## src/rtl/fan_pwm_pkg.sv

```systemverilog
// ---------------------------------------------------------------------------
// fan_pwm_pkg
// Shared definitions for the fan PWM controller:
//   - FSM state encoding
//   - default field widths
//   - slv_reg indices and bit positions of the software-visible fields
// ---------------------------------------------------------------------------
package fan_pwm_pkg;

    localparam int FAN_CW = 16;   // period counter / duty / step width
    localparam int FAN_PW = 8;    // prescaler width

    typedef enum logic [1:0] {
        IDLE = 2'd0,
        RUN  = 2'd1,
        RAMP = 2'd2
    } fan_pwm_state_t;

    // slv_reg indices
    localparam int REG_CTRL   = 3;  // {prescale[15:8], enable[0]}
    localparam int REG_PERIOD = 4;
    localparam int REG_DUTY   = 5;
    localparam int REG_STEP   = 6;
    localparam int REG_STATUS = 7;

    // ctrl register field positions
    localparam int CTRL_EN_BIT  = 0;
    localparam int CTRL_PSC_LSB = 8;
    localparam int CTRL_PSC_MSB = 15;

endpackage

```

## src/rtl/fan_pwm_ctrl_tick_gen.sv

```systemverilog
// ---------------------------------------------------------------------------
// tick_gen
// Prescaler for the fan PWM. It emits one tick every prescale_sh+1 clocks.
// The prescale value is held in a shadow register that reloads only when
// 'load' is asserted.
// Ports:
//   axi_aclk    in  clock
//   axi_aresetn in  async active-low reset
//   clr         in  hold the counter at 0 and suppress tick
//   prescale    in  software prescale value (shadowed on load)
//   load        in  copy prescale into the shadow register
//   tick        out asserted in the clock where the count reaches prescale_sh
// ---------------------------------------------------------------------------
module tick_gen #(
    parameter int PW = 8
) (
    input  logic          axi_aclk,
    input  logic          axi_aresetn,
    input  logic          clr,
    input  logic [PW-1:0] prescale,
    input  logic          load,
    output logic          tick
);

    logic [PW-1:0] r_psc_cnt;
    logic [PW-1:0] r_prescale_sh;

    assign tick = !clr && (r_psc_cnt == r_prescale_sh);

    always_ff @(posedge axi_aclk or negedge axi_aresetn) begin
        if (!axi_aresetn) begin
            r_psc_cnt     <= '0;
            r_prescale_sh <= '0;
        end else begin
            if (load) begin
                r_prescale_sh <= prescale;
            end
            if (clr || tick) begin
                r_psc_cnt <= '0;
            end else begin
                r_psc_cnt <= r_psc_cnt + 1'b1;
            end
        end
    end

endmodule

```

## src/rtl/fan_pwm_ctrl.sv

```systemverilog
// ---------------------------------------------------------------------------
// fan_pwm_ctrl
// Register-driven fan PWM generator with programmable period, duty and a
// soft-start / soft-change duty ramp.
// Ports:
//   axi_aclk    in  clock
//   axi_aresetn in  async active-low reset
//   enable      in  run request (level)
//   prescale    in  one tick every prescale+1 clocks
//   period      in  PWM period in ticks, minus 1
//   duty_target in  desired high ticks per period
//   ramp_step   in  maximum duty change per period (0 = jump immediately)
//   fan_pwm     out registered PWM output
//   duty_now    out duty currently applied
//   period_done out one-clock pulse in the first clock of each new period
//   ramp_busy   out high while the FSM is in RAMP
// ---------------------------------------------------------------------------
module fan_pwm_ctrl
    import fan_pwm_pkg::*;
#(
    parameter int CW = FAN_CW,
    parameter int PW = FAN_PW
) (
    input  logic          axi_aclk,
    input  logic          axi_aresetn,
    input  logic          enable,
    input  logic [PW-1:0] prescale,
    input  logic [CW-1:0] period,
    input  logic [CW-1:0] duty_target,
    input  logic [CW-1:0] ramp_step,
    output logic          fan_pwm,
    output logic [CW-1:0] duty_now,
    output logic          period_done,
    output logic          ramp_busy
);

    fan_pwm_state_t r_state;
    fan_pwm_state_t w_state_nxt;

    logic [CW-1:0] r_cnt;
    logic [CW-1:0] r_period_sh;
    logic [CW-1:0] r_duty;
    logic          r_pwm;
    logic          r_done;

    logic          w_clr;
    logic          w_load;
    logic          w_tick;
    logic          w_wrap;
    logic [CW:0]   w_up;
    logic [CW:0]   w_dn;
    logic [CW-1:0] w_duty_ramp;
    logic [CW-1:0] w_duty_entry;
    logic [CW-1:0] w_duty_nxt;

    // Counters are frozen in IDLE and on the edge that leaves any run state,
    // so a disable coinciding with a wrap produces neither a wrap nor a pulse.
    assign w_clr  = (r_state == IDLE) || !enable;
    assign w_wrap = w_tick && (r_cnt == r_period_sh);
    // Shadows track software continuously while idle, otherwise only at wrap.
    assign w_load = (r_state == IDLE) || w_wrap;

    tick_gen #(
        .PW(PW)
    ) u_tick_gen (
        .axi_aclk   (axi_aclk),
        .axi_aresetn(axi_aresetn),
        .clr        (w_clr),
        .prescale   (prescale),
        .load       (w_load),
        .tick       (w_tick)
    );

    // Ramp arithmetic at CW+1 bits: the add cannot wrap, and the subtract
    // borrow bit flags an undershoot below zero.
    assign w_up = {1'b0, r_duty} + {1'b0, ramp_step};
    assign w_dn = {1'b0, r_duty} - {1'b0, ramp_step};

    always_comb begin
        w_duty_ramp = r_duty;
        if (ramp_step == '0) begin
            w_duty_ramp = duty_target;
        end else if (r_duty < duty_target) begin
            w_duty_ramp = (w_up >= {1'b0, duty_target}) ? duty_target : w_up[CW-1:0];
        end else if (r_duty > duty_target) begin
            w_duty_ramp = (w_dn[CW] || (w_dn[CW-1:0] <= duty_target)) ? duty_target
                                                                     : w_dn[CW-1:0];
        end
    end

    assign w_duty_entry = (ramp_step == '0) ? duty_target : '0;

    always_comb begin
        w_state_nxt = r_state;
        w_duty_nxt  = r_duty;
        case (r_state)
            IDLE: begin
                w_duty_nxt = '0;
                if (enable) begin
                    w_duty_nxt  = w_duty_entry;
                    w_state_nxt = (w_duty_entry == duty_target) ? RUN : RAMP;
                end
            end
            RUN, RAMP: begin
                if (!enable) begin
                    w_state_nxt = IDLE;
                    w_duty_nxt  = '0;
                end else if (w_wrap) begin
                    w_duty_nxt  = w_duty_ramp;
                    w_state_nxt = (w_duty_ramp == duty_target) ? RUN : RAMP;
                end
            end
            default: begin
                w_state_nxt = IDLE;
                w_duty_nxt  = '0;
            end
        endcase
    end

    always_ff @(posedge axi_aclk or negedge axi_aresetn) begin
        if (!axi_aresetn) begin
            r_state     <= IDLE;
            r_cnt       <= '0;
            r_period_sh <= '0;
            r_duty      <= '0;
            r_pwm       <= 1'b0;
            r_done      <= 1'b0;
        end else begin
            r_state <= w_state_nxt;
            r_duty  <= w_duty_nxt;
            if (w_load) begin
                r_period_sh <= period;
            end
            if (w_clr || w_wrap) begin
                r_cnt <= '0;
            end else if (w_tick) begin
                r_cnt <= r_cnt + 1'b1;
            end
            r_pwm  <= !w_clr && (r_cnt < r_duty);
            r_done <= w_wrap;
        end
    end

    assign fan_pwm     = r_pwm;
    assign duty_now    = r_duty;
    assign period_done = r_done;
    assign ramp_busy   = (r_state == RAMP);

endmodule

```

## config.mk

```make
export PLATFORM = sky130hd
export DESIGN_NAME = fan_pwm_ctrl
export DESIGN_NICKNAME = d
export VERILOG_FILES = /design/src/rtl/fan_pwm_pkg.sv /design/src/rtl/fan_pwm_ctrl_tick_gen.sv /design/src/rtl/fan_pwm_ctrl.sv
export SDC_FILE = /design/constraint.sdc
export NUM_CORES = 1
export LEC_CHECK = 0
export BUFFER_PORTS_ARGS = -buffer_cell sky130_fd_sc_hd__buf_2
export CELL_PAD_IN_SITES_DETAIL_PLACEMENT = 1
export CELL_PAD_IN_SITES_GLOBAL_PLACEMENT = 1
export CORE_ASPECT_RATIO = 0.6
export CORE_MARGIN = 8
export CORE_UTILIZATION = 30
export CTS_BUF_LIST = sky130_fd_sc_hd__clkbuf_4 sky130_fd_sc_hd__clkbuf_8
export DETAILED_ROUTE_END_ITERATION = 8
export PLACE_DENSITY = 0.66
export SKIP_LAST_GASP = 1
export SYNTH_ARGS = -nofsm -noshare
export SYNTH_HDL_FRONTEND = slang
export SYNTH_HIERARCHICAL = 1
export SYNTH_SLANG_ARGS = --single-unit
```

## constraint.sdc

```tcl
create_clock -name axi_aclk -period 15.2 [get_ports axi_aclk]
set_input_delay 0 -clock axi_aclk [delete_from_list [all_inputs] [get_ports axi_aclk]]
set_output_delay 0 -clock axi_aclk [all_outputs]
set_load 0.01 [all_outputs]
```

==> flow_summary.yaml, run 1 <==
detailed_routing:
  ant_nets: 0
  wirelength_mm: 35.2
  firstDrtPassIters: 5
  drc: 0
  vias: 8297
  wl_per_cell_um: 24.6
  viasPerCell: 5.80
  drt_iter0_drc: 944
clock_tree:
  clk_latency_ns: 0.36
  h-tree-depth: 3
  postCtsSetupBuffers: 0
  cts_buffers: 9
  cts.sinks: 68
  path_clk_slew_ns: 0.09
  cts-resized-gates: 0
  clock_path_buffers: 2
  cts-root-buf: "clkbuf_8"
  cts_tree: "built"
die:
  die_area_um2: 32600
  die_w_um: 228
  rows: 46
  initial_utilization: 0.305
  die_h_um: 143
  coreArea_um2: 26500
  top_level_ports: 78
power:
  ir_worst_vdd_v: 0.0000500
  power.density_nw_per_um2: 177
  p_leak_nw: 4.07
  power.total_w: 0.00162
timing:
  setup_violations: 0
  hold_violations: 0
  max_freq_mhz: 138
  layout_min_cycle_time_ns: 7.26
  min_period_over_period: 0.477
  maxSlewViolCount: 0
  clock_skew_ns: 0.0165
  worstMarginPinSlew_ns: 0.996
  rsz0062_at_grt: "no"
  relSlewSlack: 0.336
  setup_tns_ns: 0
finish:
  drive_gt1_frac: 0.153
  final_common_cell: "ha_1"
  nFillCells: 3239
  antennaDiodeCount: 0
  most-common-layout-cells: "ha_1 (100), inv_1 (85), a21oi_1 (82)"
  fin_cells: 1431
  nets: 1227
  area_delta_synth_final_pct: 13.4
placed_design:
  gp_routability_congestion: 0.983
  io_buffers: 77
  dp.cells: 1390
  dp_hpwl_mm: 28.4
status:
  status: "finished, final reports clean"
critical_path:
  crit_required_ns: 15.45
  worst_path_largest_cell_delay_ns: 0.84
  crit_top_cell: "nor2_1"
  cp_cell_sequence: "ha_1, inv_1, fa_1, nor2_1, o221ai_2, a21oi_1, nor2_1, xnor2_1, inv_1, ha_1, a211oi_1, nor2_1, a2111o_1, a211oi_1, nand2_1, nor2_2, o21ai_0, o2111ai_1, nand4_1, or4_1, a31o_1"
  critPathSlowestCell: "a211oi_1"
  arrival_ns: 7.51
  startpoint_type: "register"
  end_kind: "register"
  cp_max_fo: 22
  critPathKind: "reg -> reg"
global_routing:
  grt_pass1_wl_mm: 52.9
  grt_max_degree: 69
  antenna_found_initial: 0
  grtUsageTotal: 0.210
  overflow: 0
  grt_pass1_vias: 8190
synthesis:
  synth_warnings: 6
  ys_top_cells_by_area: "dfrtp_1 (21%), ha_1 (15%), a21oi_1 (5.1%)"
  synthArstFlopShare: 1.00
  syn-num-nets: 1142
  synth_area_um2: 8080
  synth_enable_flop_cells: 0
  synth_cell_types: 93
  synth_seq_area_share: 0.211
  synth.avg_cell_area_um2: 8.24
  ys.flop_type: "dfrtp_1"
  synth_top_area_share: 0.211
  synth_cells: 981
  synth-seq-cells: 68
  yosys.area.top_type: "dfrtp_1"
min_path:
  hp-class: "in -> reg"
flow_run:
  drv_cap: 0
[repair_timing]
action                                 4_1_cts  5_1_grt
hold buffers                                25        0
setup endpoints to repair                    0        0
endpoints found under the hold margin       92        0
[synthesized netlist by cell type, types with 5 or more instances]
cell and count:
nand2_1 70, nand4_1 18, a211o_1 6, or2_2 6, o211ai_1 13, mux2_2 24
o21a_1 7, buf_2 7, nor4_1 15, buf_6 7, ha_1 100, and3_1 8
o31ai_1 10, nor2b_1 9, nor2_1 67, o21ai_0 56, or3_1 10, a21o_1 19
a211oi_1 25, dfrtp_1 68, nand3_1 27, xnor2_1 41, nor3_1 14, o22ai_1 8
clkbuf_1 15, xor2_1 20, inv_1 85, a21oi_1 82, clkbuf_8 9, a2bb2oi_1 5
o2111ai_1 5, a31oi_1 9, nand2b_1 8
[worst max-delay path: cells and delay by family (launching register included)]
family	cells	cell delay (ns)
compound gates	8	2.64
xor+xnor	1	0.46
fa+ha+maj	3	0.98
buf+inv	2	0.16
flops	1	0.50
simple gates	7	2.37
[layer usage]
layer / GRT usage / wire length (µm)
met1: 0.327 / 18000
met2: 0.281 / 13400
met4: 0.0360 / 388
met5: 0 / 0
met3: 0.0571 / 3460
[sequential cells by signal, summed over array words and instances, names as in the netlist]
name / cells
fan_pwm: 1
period_done: 1
duty_now: 16
r_state: 2
u_tick_gen/r_psc_cnt: 8
r_cnt: 16
r_period_sh: 16
u_tick_gen/r_prescale_sh: 8
[path summary, 6_finish.rpt]
| check | startpoint | endpoint | slack, ns | cells after the start |
|---|---|---|---|---|
| worst max-delay path | duty_now[0] | r_state[1] | 7.94 | 21 |
| worst min-delay path | duty_target[6] | duty_now[6] | 0.04 | 3 |
| worst max register to register | duty_now[0] | r_state[1] | 7.94 | 21 |
| worst min register to register | r_period_sh[13] | r_period_sh[13] | 0.53 | 1 |
| max in group asynchronous | axi_aresetn | duty_now[15] | 14.17 | 3 |
| min in group asynchronous | axi_aresetn | u_tick_gen/r_prescale_sh[2] | 0.40 | 3 |
[final cells by class]
class,instances,area (µm²),area share
Clock inverter,5,61.3,0.00669
Multi-Input combinational cell,786,5750,0.627
Clock buffer,11,145,0.0158
Timing Repair Buffer,115,733,0.0800
Sequential cell,68,1700,0.186
Inverter,86,323,0.0352
Tap cell,360,450,0.0492
[logic make-up (layout without fill, tap and decap cells)]
logic type | Yosys count | after routing | share of synthesized area
AO/OA/AOI/OAI | 314 | 314 | 0.269
XOR/XNOR | 61 | 61 | 0.0661
adder cells (fa/ha/maj) | 102 | 102 | 0.160
buffers and inverters | 127 | 217 | 0.0783
flip-flops | 68 | 68 | 0.211
multiplexers | 28 | 28 | 0.0384
AND/OR/NAND/NOR | 281 | 281 | 0.178
[stage by stage]
stage	utilization	hold slack, ns	area [µm²]	worst slack, ns
global placement	0.329	0.232	8710	8.26
finish	0.346	0.0432	9160	7.94
global route	0.346	0.0513	9160	7.77
detailed placement	0.329	0.235	8710	8.34
floorplan	-	-0.296	8080	10.21
CTS	0.346	0.00836	9160	8.29
[power breakdown]
part           switching (W)  leakage [nW]  internal (W)
combinational       0.000737          3.10      0.000430
clock              0.0000790        0.0952     0.0000824
sequential         0.0000633         0.884      0.000226
Power figures use the tool's default switching activity.
==> run 2: changes to the inputs <==
==> constraint.sdc (replaced) <==
create_clock -name axi_aclk -period 6.8 [get_ports axi_aclk]
set_input_delay 0 -clock axi_aclk [delete_from_list [all_inputs] [get_ports axi_aclk]]
set_output_delay 0 -clock axi_aclk [all_outputs]
set_load 0.01 [all_outputs]
==> run 2 against run 1 <==
Sequential power increased by 120%; clock power grew to 2.8 times the previous value; global-route usage hardly changed; sequential cell count did not move; maximum frequency up 12%; die area unchanged; critical endpoint unchanged; combinational power is 130% higher.
==> flow_summary.yaml, run 2 (synthesis gave the netlist of run 1 again) <==
power:
  p_leak_nw: 4.14
  ir_worst_vdd_v: 0.0000963
  power.density_nw_per_um2: 404
finish:
  seqCellArea_um2: 1700
  drive_gt1_frac: 0.158
  area_delta_synth_final_pct: 14.6
  antennaDiodeCount: 0
  final_common_cell: "ha_1"
  multiInputGateArea_um2: 5750
  nets: 1233
  nFillCells: 3222
  most-common-layout-cells: "ha_1 (100), inv_1 (85), a21oi_1 (82)"
  design_area_um2: 9260
timing:
  clock_skew_ns: 0.0105
  fin_hold_ws_ns: 0.0604
  setup_violations: 0
  min_period_over_period: 0.957
  worstMarginPinSlew_ns: 1.22
  hold_violations: 0
  max_freq_mhz: 154
  setup_tns_ns: 0
  rsz0062_at_grt: "no"
  relSlewSlack: 0.185
  layout_min_cycle_time_ns: 6.51
  maxSlewViolCount: 0
status:
  status: "finished, final reports clean"
global_routing:
  grt_pass1_wl_mm: 53.0
  grtUsageTotal: 0.210
  overflow: 0
  antenna_found_initial: 0
  grt_pass1_vias: 8295
  grt_max_degree: 69
detailed_routing:
  wirelength_mm: 35.4
  ant_nets: 0
  firstDrtPassIters: 6
  drt_iter0_drc: 873
  drc: 0
  viasPerCell: 5.86
  vias: 8426
  wl_per_cell_um: 24.7
die:
  initial_utilization: 0.305
  die_area_um2: 32600
  rows: 46
  die_h_um: 143
  coreArea_um2: 26500
  die_w_um: 228
  top_level_ports: 78
critical_path:
  critPathKind: "reg -> reg"
  crit_required_ns: 7.05
  rrSetupSlack_ns: 0.29
  cp_max_fo: 13
  end_kind: "register"
  startpoint_type: "register"
  arrival_ns: 6.76
  setup.worst_path.start: "duty_now[0]"
  r2r-start: "duty_now[0]"
clock_tree:
  cts-resized-gates: 0
  cts.sinks: 68
  clk_latency_ns: 0.36
  path_clk_slew_ns: 0.08
  h-tree-depth: 3
  cts_tree: "built"
  postCtsSetupBuffers: 0
  clock_path_buffers: 2
  cts_buffers: 9
  cts-root-buf: "clkbuf_8"
placed_design:
  placed_area_um2: 8750
  gp_routability_congestion: 1.02
  dp_hpwl_mm: 28.6
  io_buffers: 77
flow_run:
  drv_cap: 0
min_path:
  hp-class: "in -> reg"
  min_from: "duty_target[6]"
## run 2: cell types whose count changed in the layout (fill, tap and decap cells not counted)
cell | before | now
buf_4 | 13 | 19
clkbuf_4 | 1 | 0
clkbuf_8 | 10 | 9
clkinvlp_4 | 3 | 0
clkinv_2 | 0 | 2
bufinv_16 | 1 | 4
## run 2: metal layers
| metal | track usage | wire (µm) |
|---|---|---|
| met2 | 0.279 | 13400 |
| met1 | 0.319 | 17600 |
| met5 | 0 | 0 |
| met3 | 0.0745 | 4070 |
| met4 | 0.0289 | 398 |
## run 2: worst paths after layout
kind | to | cells past startpoint
hold / removal | duty_now[6] | 3
setup / recovery | r_state[1] | 20
hold reg to reg | r_period_sh[14] | 1
setup reg to reg | r_state[1] | 20
min in group asynchronous | u_tick_gen/r_prescale_sh[2] | 3
max in group asynchronous | fan_pwm | 3
## run 2: area by class of cell
class,instances,share of cell area
multi-input cells,786,0.620
flip-flops and latches,68,0.184
repair buffers,121,0.0840
well taps,360,0.0486
inverters,86,0.0348
clock inverters,7,0.0150
clock buffers,9,0.0134
## run 2: critical path, cell delays in order, from the launching register on
cell	delay [ns]
dfrtp_1	0.51
ha_1	0.22
inv_1	0.05
fa_1	0.39
nor2_1	0.17
o221ai_2	0.21
a211oi_1	0.42
o21ai_0	0.22
mux2i_1	0.18
o311ai_0	0.31
ha_1	0.42
nand3_1	0.16
nor2_1	0.09
a211oi_1	0.60
nand2_1	0.50
nor2_2	0.45
o21ai_0	0.29
o2111ai_1	0.34
nand4_1	0.15
or4_1	0.47
a31o_1	0.23
## run 2: report_power, final
group	internal, W	switching (W)	total, W
Sequential	0.000506	0.000135	0.000641
Clock	0.000280	0.000166	0.000446
Combinational	0.000979	0.00168	0.00266
Total	0.00177	0.00198	0.00374
## run 2: what timing repair did
item                                    in CTS  in global routing
hold endpoints to repair                    92                  0
endpoints found under the setup margin       0                  0
hold buffers                                25                  0
## run 2: stage by stage
step | util | worst slack (ns) | total power, W | instances
after CTS | 0.350 | 0.570 | 0.00365 | 1437
final | 0.350 | 0.294 | 0.00374 | 1437
after floorplan | - | 1.81 | 0.00237 | 981
after global routing | 0.350 | 0.0909 | 0.00396 | 1437
after global placement | 0.331 | 0.566 | 0.00314 | 1396
after detailed placement | 0.331 | 0.603 | 0.00317 | 1396
==> run 3: changes to the inputs <==
--- a/config.mk
+++ b/config.mk
@@ -8,7 +8,7 @@
 export BUFFER_PORTS_ARGS = -buffer_cell sky130_fd_sc_hd__buf_2
 export CELL_PAD_IN_SITES_DETAIL_PLACEMENT = 1
 export CELL_PAD_IN_SITES_GLOBAL_PLACEMENT = 1
-export CORE_ASPECT_RATIO = 0.6
+export CORE_ASPECT_RATIO = 0.9
 export CORE_MARGIN = 8
 export CORE_UTILIZATION = 30
 export CTS_BUF_LIST = sky130_fd_sc_hd__clkbuf_4 sky130_fd_sc_hd__clkbuf_8
==> run 3 against run 2 <==
Sequential power decreased by 3%; register-to-register slack improved by 0.17 ns; worst setup slack improved by 0.17 ns; combinational power decreased by 2%; die area decreased by 0.51%; non-clock buffer count increased by 1; via count decreased by 0.93%; power decreased by 3.0%; clock skew increased by 0.0072 ns; critical endpoint unchanged.
==> flow_summary.yaml, run 3 (synthesis gave the netlist of run 1 again) <==
critical_path:
  worst-r2r-cell-count: 21
  cp_max_fo: 22
  critPathBufInv: 2
  startpoint_type: "register"
  setup.worst_path.start: "duty_now[0]"
  worst-path-stages: 21
  arrival_ns: 6.59
  critPathSlowestCell: "dfrtp_1"
  end_kind: "register"
  rrSetupSlack_ns: 0.47
  crit_path_end: "r_state[1]"
  r2r-start: "duty_now[0]"
  crit_required_ns: 7.06
  worst_path_largest_cell_delay_ns: 0.52
  critPathKind: "reg -> reg"
  cp_cell_sequence: "ha_1, inv_1, fa_1, nor2_1, o221ai_2, a211oi_1, o21ai_0, mux2i_1, o311ai_0, ha_1, a21o_1, a211o_1, a2111oi_4, nand2_1, buf_4, nor2_2, o21ai_0, o2111ai_1, nand4_1, or4_1, a31o_1"
  cpLargestDelayFamily: "compound AO/OA/AOI/OAI gates"
  r2r_end: "r_state[1]"
detailed_routing:
  ant_nets: 0
  vias: 8348
  drc: 0
  wl_per_cell_um: 23.5
  firstDrtPassIters: 6
  drt_iter0_drc: 795
  viasPerCell: 5.83
  wirelength_mm: 33.6
finish:
  final_common_cell: "ha_1"
  multiInputGateArea_um2: 5750
  drive_gt1_frac: 0.159
  antennaDiodeCount: 0
  nets: 1234
  seqCellArea_um2: 1700
  nFillCells: 3256
  final_util: 0.345
  area_delta_synth_final_pct: 14.2
  most-common-layout-cells: "ha_1 (100), inv_1 (85), a21oi_1 (82)"
power:
  p_sw_frac: 0.529
  p_leak_nw: 4.13
  p_comb_frac: 0.718
  ir_worst_vdd_v: 0.000180
  intPower_w: 0.00171
  p_sw_w: 0.00192
  power.density_nw_per_um2: 394
  pwr-share-clk: 0.111
  power_frac_seq: 0.171
global_routing:
  antenna_found_initial: 0
  overflow: 0
  grt_pass1_vias: 8465
  grt_max_degree: 69
  grt_pass1_wl_mm: 51.8
  grtUsageTotal: 0.206
die:
  rows: 57
  coreArea_um2: 26700
  die_w_um: 189
  initial_utilization: 0.302
  die_h_um: 172
  die_area_um2: 32500
  top_level_ports: 78
placed_design:
  place_ws_ns: 0.694
  dp_hpwl_mm: 26.5
  gp_routability_congestion: 1.00
  io_buffers: 77
timing:
  maxSlewViolCount: 0
  worstMarginPinSlew_ns: 0.950
  rsz0062_at_grt: "no"
  max_freq_mhz: 158
  clock_skew_ns: 0.0177
  setup_violations: 0
  relSlewSlack: 0.358
  setup_tns_ns: 0
  min_period_over_period: 0.931
  hold_violations: 0
  fin_ws_ns: 0.467
  layout_min_cycle_time_ns: 6.33
clock_tree:
  clock_path_buffers: 2
  holdBufCountCts: 25
  cts-resized-gates: 0
  cts_tree: "built"
  postCtsSetupBuffers: 0
  cts_buffers: 9
  cts.sinks: 68
  h-tree-depth: 3
  clk_latency_ns: 0.37
  cts-root-buf: "clkbuf_8"
  path_clk_slew_ns: 0.09
flow_run:
  drv_cap: 0
min_path:
  hp-class: "in -> reg"
status:
  status: "finished, final reports clean"
run 3: changes by cell type in the layout (fill, tap and decap cells not counted):
cell	previous run	this run
bufinv_16	4	2
clkinv_2	2	0
buf_4	19	20
clkbuf_4	0	1
clkbuf_8	9	10
clkinv_4	1	2
clkinvlp_4	0	1
run 3: worst min path at each step:
stage | to | cells past startpoint | start
floorplan | duty_now[0] | 0 | axi_aresetn
global placement | r_period_sh[12] | 2 | period[12]
detailed placement | r_period_sh[15] | 2 | period[15]
CTS | duty_now[1] | 3 | duty_target[1]
global route | duty_now[1] | 3 | duty_target[1]
finish | duty_now[1] | 3 | duty_target[1]
run 3: per-stage QoR:
step | power [W] | std cells | hold slack [ns] | instance area (µm²)
after floorplan | 0.00237 | 981 | -0.296 | 8080
after global placement | 0.00313 | 1391 | 0.232 | 8750
after detailed placement | 0.00315 | 1391 | 0.237 | 8750
after CTS | 0.00359 | 1432 | 0.0372 | 9230
after global routing | 0.00388 | 1432 | 0.0512 | 9230
final | 0.00363 | 1432 | 0.0424 | 9230
run 3: final cells by class:
class / count / area share
Multi-Input combinational cell: 786 / 0.623
Sequential cell: 68 / 0.184
Timing Repair Buffer: 122 / 0.0851
Tap cell: 354 / 0.0480
Inverter: 86 / 0.0350
Clock buffer: 11 / 0.0157
Clock inverter: 5 / 0.00922
run 3: layer usage:
metal  vias up  track usage  wire length, µm
met5         -            0                0
met4         0       0.0733             1060
met3        60       0.0278             2190
met2       335        0.319            14600
met1      4149        0.290            15700
li1       3804            -                -
run 3: power by group through the flow:
stage	Sequential, W	Clock (W)	Combinational [W]
floorplan	0.000619	0	0.00175
global placement	0.000624	0	0.00250
detailed placement	0.000631	0	0.00252
CTS	0.000623	0.000415	0.00255
global route	0.000635	0.000429	0.00282
finish	0.000621	0.000405	0.00261
run 3: worst min-delay path, stage by stage:
cell,delay [ns]
buf_2,0.16
a21oi_1,0.15
o31ai_1,0.07
